==> config.mk <==
export PLATFORM = sky130hd
export DESIGN_NAME = mmio_uart_tx
export DESIGN_NICKNAME = d
export VERILOG_FILES = /design/src/rtl/uart_pkg.sv /design/src/rtl/tx_fifo.sv /design/src/rtl/mmio_uart_tx.sv
export SDC_FILE = /design/constraint.sdc
export NUM_CORES = 1
export LEC_CHECK = 0
export ABC_AREA = 1
export BUFFER_PORTS_ARGS = -buffer_cell sky130_fd_sc_hd__clkbuf_2
export CAP_MARGIN = 20
export CELL_PAD_IN_SITES_DETAIL_PLACEMENT = 1
export CELL_PAD_IN_SITES_GLOBAL_PLACEMENT = 2
export CORE_ASPECT_RATIO = 1.25
export CORE_MARGIN = 8
export CORE_UTILIZATION = 30
export CTS_BUF_LIST = sky130_fd_sc_hd__clkbuf_4 sky130_fd_sc_hd__clkbuf_8 sky130_fd_sc_hd__clkbuf_16
export DETAILED_ROUTE_END_ITERATION = 10
export PLACE_DENSITY = 0.81
export SLEW_MARGIN = 40
export SYNTH_ARGS = -nofsm -noshare
export SYNTH_HDL_FRONTEND = slang
export SYNTH_SLANG_ARGS = --single-unit
export TNS_END_PERCENT = 10
==> constraint.sdc <==
create_clock -name CLK -period 2.85 [get_ports CLK]
set_clock_uncertainty 0.05 [all_clocks]
set_input_delay 0.4275 -clock CLK [delete_from_list [all_inputs] [get_ports CLK]]
set_output_delay 0.4275 -clock CLK [all_outputs]
set_load 0.05 [all_outputs]
==> src/rtl/uart_pkg.sv <==
// Shared definitions for the memory-mapped UART transmitter: FSM encoding,
// status-word layout and default register addresses.
package uart_pkg;

  typedef enum logic [1:0] {
    ST_IDLE,
    ST_START,
    ST_DATA,
    ST_STOP
  } tx_state_e;

  localparam int unsigned STAT_FULL    = 0;
  localparam int unsigned STAT_EMPTY   = 1;
  localparam int unsigned STAT_BUSY    = 2;
  localparam int unsigned STAT_OVF     = 3;
  localparam int unsigned STAT_CNT_LSB = 4;

  localparam logic [9:0] DEF_TX_ADDR     = 10'h3F0;
  localparam logic [9:0] DEF_STATUS_ADDR = 10'h3F1;

  // Status count field is 4 bits wide; deeper FIFOs report 15 when fuller.
  function automatic logic [3:0] sat_count(input int unsigned n);
    if (n > 15) return 4'hF;
    return 4'(n);
  endfunction

endpackage

==> src/rtl/tx_fifo.sv <==
// Synchronous FIFO with first-word-fall-through read data, wrap-around
// pointers and an occupancy counter.
module tx_fifo #(
  parameter int unsigned WIDTH = 8,
  parameter int unsigned DEPTH = 8
) (
  input  logic                     clk,
  input  logic                     rst,
  input  logic                     push,
  input  logic [WIDTH-1:0]         push_data,
  input  logic                     pop,
  output logic [WIDTH-1:0]         pop_data,
  output logic                     full,
  output logic                     empty,
  output logic [$clog2(DEPTH):0]   count
);

  localparam int unsigned AW = $clog2(DEPTH);

  logic [WIDTH-1:0] mem [DEPTH];
  logic [AW-1:0]    wr_ptr;
  logic [AW-1:0]    rd_ptr;
  logic             push_ok;
  logic             pop_ok;

  assign full     = (count == (AW + 1)'(DEPTH));
  assign empty    = (count == '0);
  // A push into a full FIFO is still taken when a pop frees a slot this edge.
  assign push_ok  = push & (~full | pop);
  assign pop_ok   = pop & ~empty;
  assign pop_data = mem[rd_ptr];

  always_ff @(posedge clk) begin
    if (push_ok) mem[wr_ptr] <= push_data;
  end

  always_ff @(posedge clk) begin
    if (rst) begin
      wr_ptr <= '0;
      rd_ptr <= '0;
      count  <= '0;
    end else begin
      if (push_ok) wr_ptr <= wr_ptr + 1'b1;
      if (pop_ok)  rd_ptr <= rd_ptr + 1'b1;
      case ({push_ok, pop_ok})
        2'b10:   count <= count + 1'b1;
        2'b01:   count <= count - 1'b1;
        default: count <= count;
      endcase
    end
  end

endmodule

==> src/rtl/mmio_uart_tx.sv <==
// Memory-mapped 8N1 UART transmitter sitting between CPU and RAM: decodes the
// data/status registers, buffers bytes in a FIFO and serialises them on TX.
module mmio_uart_tx
  import uart_pkg::*;
#(
  parameter int unsigned CLK_DIV     = 16,
  parameter int unsigned FIFO_DEPTH  = 8,
  parameter logic [9:0]  TX_ADDR     = DEF_TX_ADDR,
  parameter logic [9:0]  STATUS_ADDR = DEF_STATUS_ADDR
) (
  input  logic        CLK,
  input  logic        RST,
  input  logic [9:0]  RAM_ADDR,
  input  logic [31:0] RAM_WRITE_DATA,
  input  logic        RAM_WRITE_ENABLE,
  input  logic [31:0] RAM_READ_DATA_IN,
  output logic [31:0] RAM_READ_DATA_OUT,
  output logic        RAM_WRITE_ENABLE_OUT,
  output logic        TX,
  output logic        BUSY,
  output logic        OVERFLOW
);

  localparam int unsigned BW = $clog2(CLK_DIV);
  localparam int unsigned CW = $clog2(FIFO_DEPTH) + 1;
  localparam logic [BW-1:0] BAUD_LAST = BW'(CLK_DIV - 1);

  tx_state_e     state, state_d;
  logic [BW-1:0] baud, baud_d;
  logic [2:0]    bit_idx, bit_d;
  logic [7:0]    shreg, shreg_d;
  logic          tx_q, tx_d;
  logic          busy_q, busy_d;
  logic          ovf_q;

  logic          sel_tx, sel_stat, wr_tx, wr_stat;
  logic          pop, push_ok, ovf_set, ovf_clr, baud_end;
  logic          fifo_full, fifo_empty;
  logic [CW-1:0] fifo_count, count_nx;
  logic [7:0]    fifo_rdata;
  logic [31:0]   status;
  logic          unused_wdata;

  assign sel_tx   = (RAM_ADDR == TX_ADDR);
  assign sel_stat = (RAM_ADDR == STATUS_ADDR);
  assign wr_tx    = RAM_WRITE_ENABLE & sel_tx;
  assign wr_stat  = RAM_WRITE_ENABLE & sel_stat;
  assign RAM_WRITE_ENABLE_OUT = RAM_WRITE_ENABLE & ~sel_tx & ~sel_stat;
  assign unused_wdata = ^RAM_WRITE_DATA[31:8];

  tx_fifo #(
    .WIDTH (8),
    .DEPTH (FIFO_DEPTH)
  ) u_fifo (
    .clk       (CLK),
    .rst       (RST),
    .push      (wr_tx),
    .push_data (RAM_WRITE_DATA[7:0]),
    .pop       (pop),
    .pop_data  (fifo_rdata),
    .full      (fifo_full),
    .empty     (fifo_empty),
    .count     (fifo_count)
  );

  assign push_ok  = wr_tx & (~fifo_full | pop);
  assign ovf_set  = wr_tx & fifo_full & ~pop;
  assign ovf_clr  = wr_stat & RAM_WRITE_DATA[3];
  assign count_nx = fifo_count + CW'(push_ok) - CW'(pop);
  assign baud_end = (baud == BAUD_LAST);

  always_comb begin
    status                      = '0;
    status[STAT_FULL]           = fifo_full;
    status[STAT_EMPTY]          = fifo_empty;
    status[STAT_BUSY]           = busy_q;
    status[STAT_OVF]            = ovf_q;
    status[STAT_CNT_LSB +: 4]   = sat_count(32'(fifo_count));
  end

  always_comb begin
    RAM_READ_DATA_OUT = RAM_READ_DATA_IN;
    if (sel_stat)    RAM_READ_DATA_OUT = status;
    else if (sel_tx) RAM_READ_DATA_OUT = '0;
  end

  always_comb begin
    state_d = state;
    baud_d  = baud + 1'b1;
    bit_d   = bit_idx;
    shreg_d = shreg;
    tx_d    = tx_q;
    pop     = 1'b0;
    case (state)
      ST_IDLE: begin
        baud_d = '0;
        tx_d   = 1'b1;
        if (!fifo_empty) begin
          pop     = 1'b1;
          shreg_d = fifo_rdata;
          tx_d    = 1'b0;
          state_d = ST_START;
        end
      end
      ST_START: begin
        if (baud_end) begin
          baud_d  = '0;
          bit_d   = '0;
          tx_d    = shreg[0];
          shreg_d = shreg >> 1;
          state_d = ST_DATA;
        end
      end
      ST_DATA: begin
        if (baud_end) begin
          baud_d = '0;
          if (bit_idx == 3'd7) begin
            tx_d    = 1'b1;
            state_d = ST_STOP;
          end else begin
            bit_d   = bit_idx + 1'b1;
            tx_d    = shreg[0];
            shreg_d = shreg >> 1;
          end
        end
      end
      ST_STOP: begin
        if (baud_end) begin
          baud_d = '0;
          // Chain straight into the next start bit so queued bytes leave gap-free.
          if (!fifo_empty) begin
            pop     = 1'b1;
            shreg_d = fifo_rdata;
            tx_d    = 1'b0;
            state_d = ST_START;
          end else begin
            tx_d    = 1'b1;
            state_d = ST_IDLE;
          end
        end
      end
      default: state_d = ST_IDLE;
    endcase
    // Registered from next-cycle values so BUSY tracks state and FIFO without lag.
    busy_d = (state_d != ST_IDLE) | (count_nx != '0);
  end

  always_ff @(posedge CLK) begin
    if (RST) begin
      state   <= ST_IDLE;
      baud    <= '0;
      bit_idx <= '0;
      shreg   <= '0;
      tx_q    <= 1'b1;
      busy_q  <= 1'b0;
      ovf_q   <= 1'b0;
    end else begin
      state   <= state_d;
      baud    <= baud_d;
      bit_idx <= bit_d;
      shreg   <= shreg_d;
      tx_q    <= tx_d;
      busy_q  <= busy_d;
      if (ovf_set)      ovf_q <= 1'b1;
      else if (ovf_clr) ovf_q <= 1'b0;
    end
  end

  assign TX       = tx_q;
  assign BUSY     = busy_q;
  assign OVERFLOW = ovf_q;

endmodule

---- Yosys cells after proc, flatten, opt, wreduce, memory -nomap -nowiden ----
Memory sizes are Yosys's and may differ from the RTL's. A register that Yosys moved wholly into a read port is not among the register bits.
Cells that the tools add are included.
cells by class
  eq/ne operators ......................... 14
  bitwise operators ....................... 16
  reductions and logical operators ........ 11
  mux-type cells .......................... 37
  add/sub/neg operators ................... 8
operator list
  operator              number
  $mux 32               2
  $mux 8                5
  $pmux 8 s4            1
  $eq 10x10->1 const B  2
  $pmux 4 s2            2
  $mux 3                5
  $mux 1                12
  $mux 2                5
  $add 3x1->3 const B   3
  $and 1x1->1           9
  $add 4x1->4 const B   2
  $eq 4x4->1 const B    2
  $ne 2x2->1 const B    4
  $pmux 2 s4            1
  $reduce_and 4->1      2
  $reduce_bool 2->1     4
  $eq 2x2->1 const B    3
  $pmux 3 s2            1
  $not 1->1             5
  $add 4x1->4           1
  $eq 2x1->1 const B    2
  $logic_not 4->1       1
  $mux 4                1
  $pmux 1 s4            1
  9 further kinds       10
storage, ports and cells
  flip-flop bits (word level) ............. 30
  input port bits ......................... 77
  bits in writable memories ............... 64
  memories kept ........................... 1
memories
  memory      depth  bits a word  read ports  clocked after Yosys merged registers in  write ports  RTL line       text
  u_fifo.mem  8      8            1           1                                        1            tx_fifo.sv:20  logic [WIDTH-1:0] mem [DEPTH];

---- Depth between registers and ports, before layout ----
  word-level depth ........................ 10
  mapped depth ............................ 18
  depth with buffers taken out ............ 18

---- Hierarchy ----
From an unflattened synthesis, not the netlist that was laid out.
unflattened totals
  cells, all modules ...................... 545
  area total of the unflattened synthesis .. 4,834.6 µm²
by module, submodules not included
  module        sequential area each (µm²)  area an instance (µm²)  instances  cells each
  tx_fifo       2,182.1                     3,221.8                 1          276
  mmio_uart_tx  400.4                       1,612.8                 1          269

---- Worst setup path after synthesis ----
Ideal clock, no wire load.
  path type ............................... input -> output
  from .................................... input port RAM_ADDR[6]
  to ...................................... output port RAM_READ_DATA_OUT[0]
  data required time ...................... 2.372 ns
  path buffers ............................ 1
  arrival ................................. 2.155 ns
  path slack .............................. 0.218 ns
  stages .................................. 5
  cells stage by stage .................... nand2_1 > nor2_2 > nand4_1 > clkbuf_1 > o21ai_0
between the ends
  longest elaborated chain between the ends .. 3
  elaborated cells on any way between the ends .. 4
ends and longest elaborated chain
  what          RTL line            text
  from (decl)   mmio_uart_tx.sv:13  input logic [9:0] RAM_ADDR,
  $eq 10x10->1  mmio_uart_tx.sv:44  assign sel_tx = (RAM_ADDR == TX_ADDR);
  $mux 32       mmio_uart_tx.sv:84  else if (sel_tx) RAM_READ_DATA_OUT = '0;
  $mux 32 *     mmio_uart_tx.sv:83  if (sel_stat) RAM_READ_DATA_OUT = status;
  to (decl)     mmio_uart_tx.sv:17  output logic [31:0] RAM_READ_DATA_OUT,
Mark *: on every way between the ends. The rest lies on a longest branch, timed or not.

---- Worst setup path after layout ----
  from .................................... register state[1]
  to ...................................... register busy_q, in the netlist BUSY
between the ends
  longest elaborated chain between the ends .. 8
  elaborated cells on any way between the ends .. 18
ends and longest elaborated chain
  what                                           RTL line             text
  from (decl)                                    mmio_uart_tx.sv:28   tx_state_e state, state_d;
  from (signal assigned)                         mmio_uart_tx.sv:158  state <= state_d;
  $eq 2x2->1 or $logic_not 2->1 (tied branches)  mmio_uart_tx.sv:94   case (state)
  $pmux 1 s2                                     mmio_uart_tx.sv:94
  $or 1x1->1                                     mmio_uart_tx.sv:66   assign push_ok = wr_tx & (~fifo_full | pop);
  $and 1x1->1                                    mmio_uart_tx.sv:66
  $add 4x1->4                                    mmio_uart_tx.sv:69   assign count_nx = fifo_count + CW'(push_ok) - CW'(pop);
  $sub 4x1->4                                    mmio_uart_tx.sv:69
  $reduce_bool 4->1                              mmio_uart_tx.sv:145  busy_d = (state_d != ST_IDLE) | (count_nx != '0);
  $or 1x1->1 *                                   mmio_uart_tx.sv:145
  to (signal assigned)                           mmio_uart_tx.sv:163  busy_q <= busy_d;
  to (decl)                                      mmio_uart_tx.sv:33   logic busy_q, busy_d;
Marks and branches as above.
A chain may end at the register's enable or synchronous reset.

==> results.cfg <==
[run_status]
status = finished, final reports clean

[drt]
via_count = 4067
ant_nets = 0
drt-total-wl_um = 13300
firstDrtPassIters = 4
drtIter0Drc = 190
via_per_inst = 4.76
wl_per_cell_um = 15.6
drcViolationCount = 0

[clock_tree]
clk_latency_ps = 340
clockRootBuffer = clkbuf_16
postCtsSetupRepairBufs = 0
cts.sinks = 97
hold_buffers = 0
post_cts_resized = 1
clkTransAtPathRegs_ps = 70
cts_tree = yes
cts.path.max_buffers = 2
htree_levels = 3
cts_made_buffers = 9

[floorplanning]
die_area_um2 = 20300
start_util = 0.307
coreArea_um2 = 15600
fp.dieW_um = 129
die_h_um = 157
rows = 51
ios = 113

[critical_path]
worstPathArrival_ps = 2820
r2r_setup_slack_ps = 210
required_ps = 3030
cp_max_fo = 6
cpPeakStageDelay_ps = 480
path_buf_inv = 3
worstSetupStartpointType = flop
path_delay_family = adder cells
path_class = reg2reg
r2r_cells = 15
r2r_end = BUSY
crit_slowest_cell = fa_1
crit_chain = inv_1 -> ha_2 -> a21oi_4 -> nand2_4 -> nor2_2 -> inv_1 -> nand2_1 -> ha_1 -> inv_1 -> fa_1 -> nand2_1 -> a21oi_1 -> nand3_1 -> nand2_1 -> nand3_1
endpoint_kind = flop
r2r_start = state[1]

[global_routing]
overflow = 0
grt_usage = 0.137
antenna_found_initial = 0
grt_pass1_wl_um = 21800
grt_pass1_vias = 4415
grt_max_degree = 35

[yosys]
ys.flop_type = edfxtp_1
syn_area_um2 = 4800
synth.avg_cell_area_um2 = 8.82
synth.most_common_cell = nand2_1
yosys.area.top_type = edfxtp_1
yosysSeqAreaShare = 0.538
ys_top_cells_by_count = nand2_1 (151), nand3_1 (81), edfxtp_1 (64)
synth_nets = 640
syn_inst = 544
yosysUniqueCellTypes = 33
synthTopCellsByArea = edfxtp_1 (40%), dfxtp_1 (14%), nand2_1 (12%)
ys_ff_latch = 97
yosys_warnings = 0
async_flop_share = 0
synth_top_area_frac = 0.401
synth-edff-count = 64

[sta]
maxSlewViolCount = 0
worst_pin_slew_ps = 601
hold_viol = 0
max_slew_margin = 0.599
fmax_mhz = 379
fin_crit_sh = 0.926
finalSetupViolCount = 0
rsz0062_at_grt = no
hold_ws_ps = 315
min_period_ps = 2640

[pwr]
irDropWorstVdd_v = 0.000296
finalPower_w = 0.00449
p_leak_nw = 2.57
p_per_area_nw_per_um2 = 773

[min_path]
whs_path_depth = 1
holdCritStartpoint = RAM_WRITE_DATA[2]
hold_class = in2reg
holdPathEnd = u_fifo.mem[2][2]

[job]
cap_viol_max_count = 0

[cells_and_area]
multi_input_area_um2 = 1960
synthToLayoutAreaGrowth_pct = 21.0
layout.nets = 734
drive_above_1_share = 0.230
regArea_um2 = 2580
n_antenna_cell = 0
utilization = 0.371
fillers = 1904

[placed_design]
hpwl_um = 9780
portBuffers = 88
gp_congestion = 0.766
==> where the power goes <==
group	internal (W)	total (W)	switching, W
Combinational	0.000563	0.00171	0.00115
Clock	0.000603	0.00111	0.000510
Sequential	0.00160	0.00166	0.0000662
==> cell families after synthesis <==
group / after synthesis / synth area share
buf+inv: 63 / 0.0550
compound gates: 43 / 0.0527
fa+ha+maj: 19 / 0.0511
simple gates: 319 / 0.297
flops: 97 / 0.538
xor+xnor: 3 / 0.00548
==> registers in the layout, summed over array words and instances (netlist names), named ones only <==
name / flops
BUSY: 1
u_fifo.count: 4
shreg: 8
bit_idx: 3
u_fifo.wr_ptr: 3
TX: 1
u_fifo.rd_ptr: 3
state: 2
OVERFLOW: 1
baud: 4
u_fifo.mem: 64
==> final cells by class <==
class / instances / share of cell area
clock inverters: 6 / 0.00711
multi-input cells: 384 / 0.337
well taps: 212 / 0.0457
flip-flops and latches: 97 / 0.445
clock buffers: 10 / 0.0401
inverters: 40 / 0.0259
repair buffers: 106 / 0.0991
==> worst max path at each step <==
stage / end / from / depth (start not counted)
finish: BUSY / state[1] / 15
global route: BUSY / state[1] / 15
CTS: BUSY / state[0] / 15
detailed placement: BUSY / state[1] / 15
global placement: BUSY / state[1] / 15
floorplan: RAM_READ_DATA_OUT[0] / RAM_ADDR[6] / 5
==> through the flow <==
step | std cells | setup slack, ps | instance area, um^2 | TNS [ps]
after floorplan | 544 | 218 | 4800 | 0
after detailed placement | 839 | -5.83 | 5520 | -5.83
after CTS | 855 | 12.8 | 5800 | 0
final | 855 | 212 | 5810 | 0
after global routing | 855 | 34.1 | 5810 | 0
after global placement | 839 | 129 | 5520 | 0
==> cells in the final DEF (no fill, tap or decap), types with 2 or more instances in the layout <==
cell / instances
xnor2_1: 2
nor2_4: 2
a21oi_1: 23
clkbuf_16: 9
nand2_4: 3
or2_2: 2
buf_4: 18
o21ai_0: 13
a21oi_2: 2
inv_1: 35
dfxtp_2: 2
nor3_1: 8
edfxtp_1: 64
inv_6: 2
inv_2: 5
clkinv_1: 2
ha_1: 17
clkbuf_2: 88
nand3_1: 81
nor2_2: 4
nand3_2: 3
nor2_1: 55
nand4_1: 7
dfxtp_1: 31
nand3_4: 2
nand2_1: 151
==> layer usage <==
layer  global-route usage  vias up  part of all wire
met3               0.0372       21             0.050
met5                    0        -                 0
li1                     -     2001                 -
met1                0.144     1955              0.41
met2                0.250       90              0.52
met4               0.0589        0             0.022
Power figures use the tool's default switching activity.
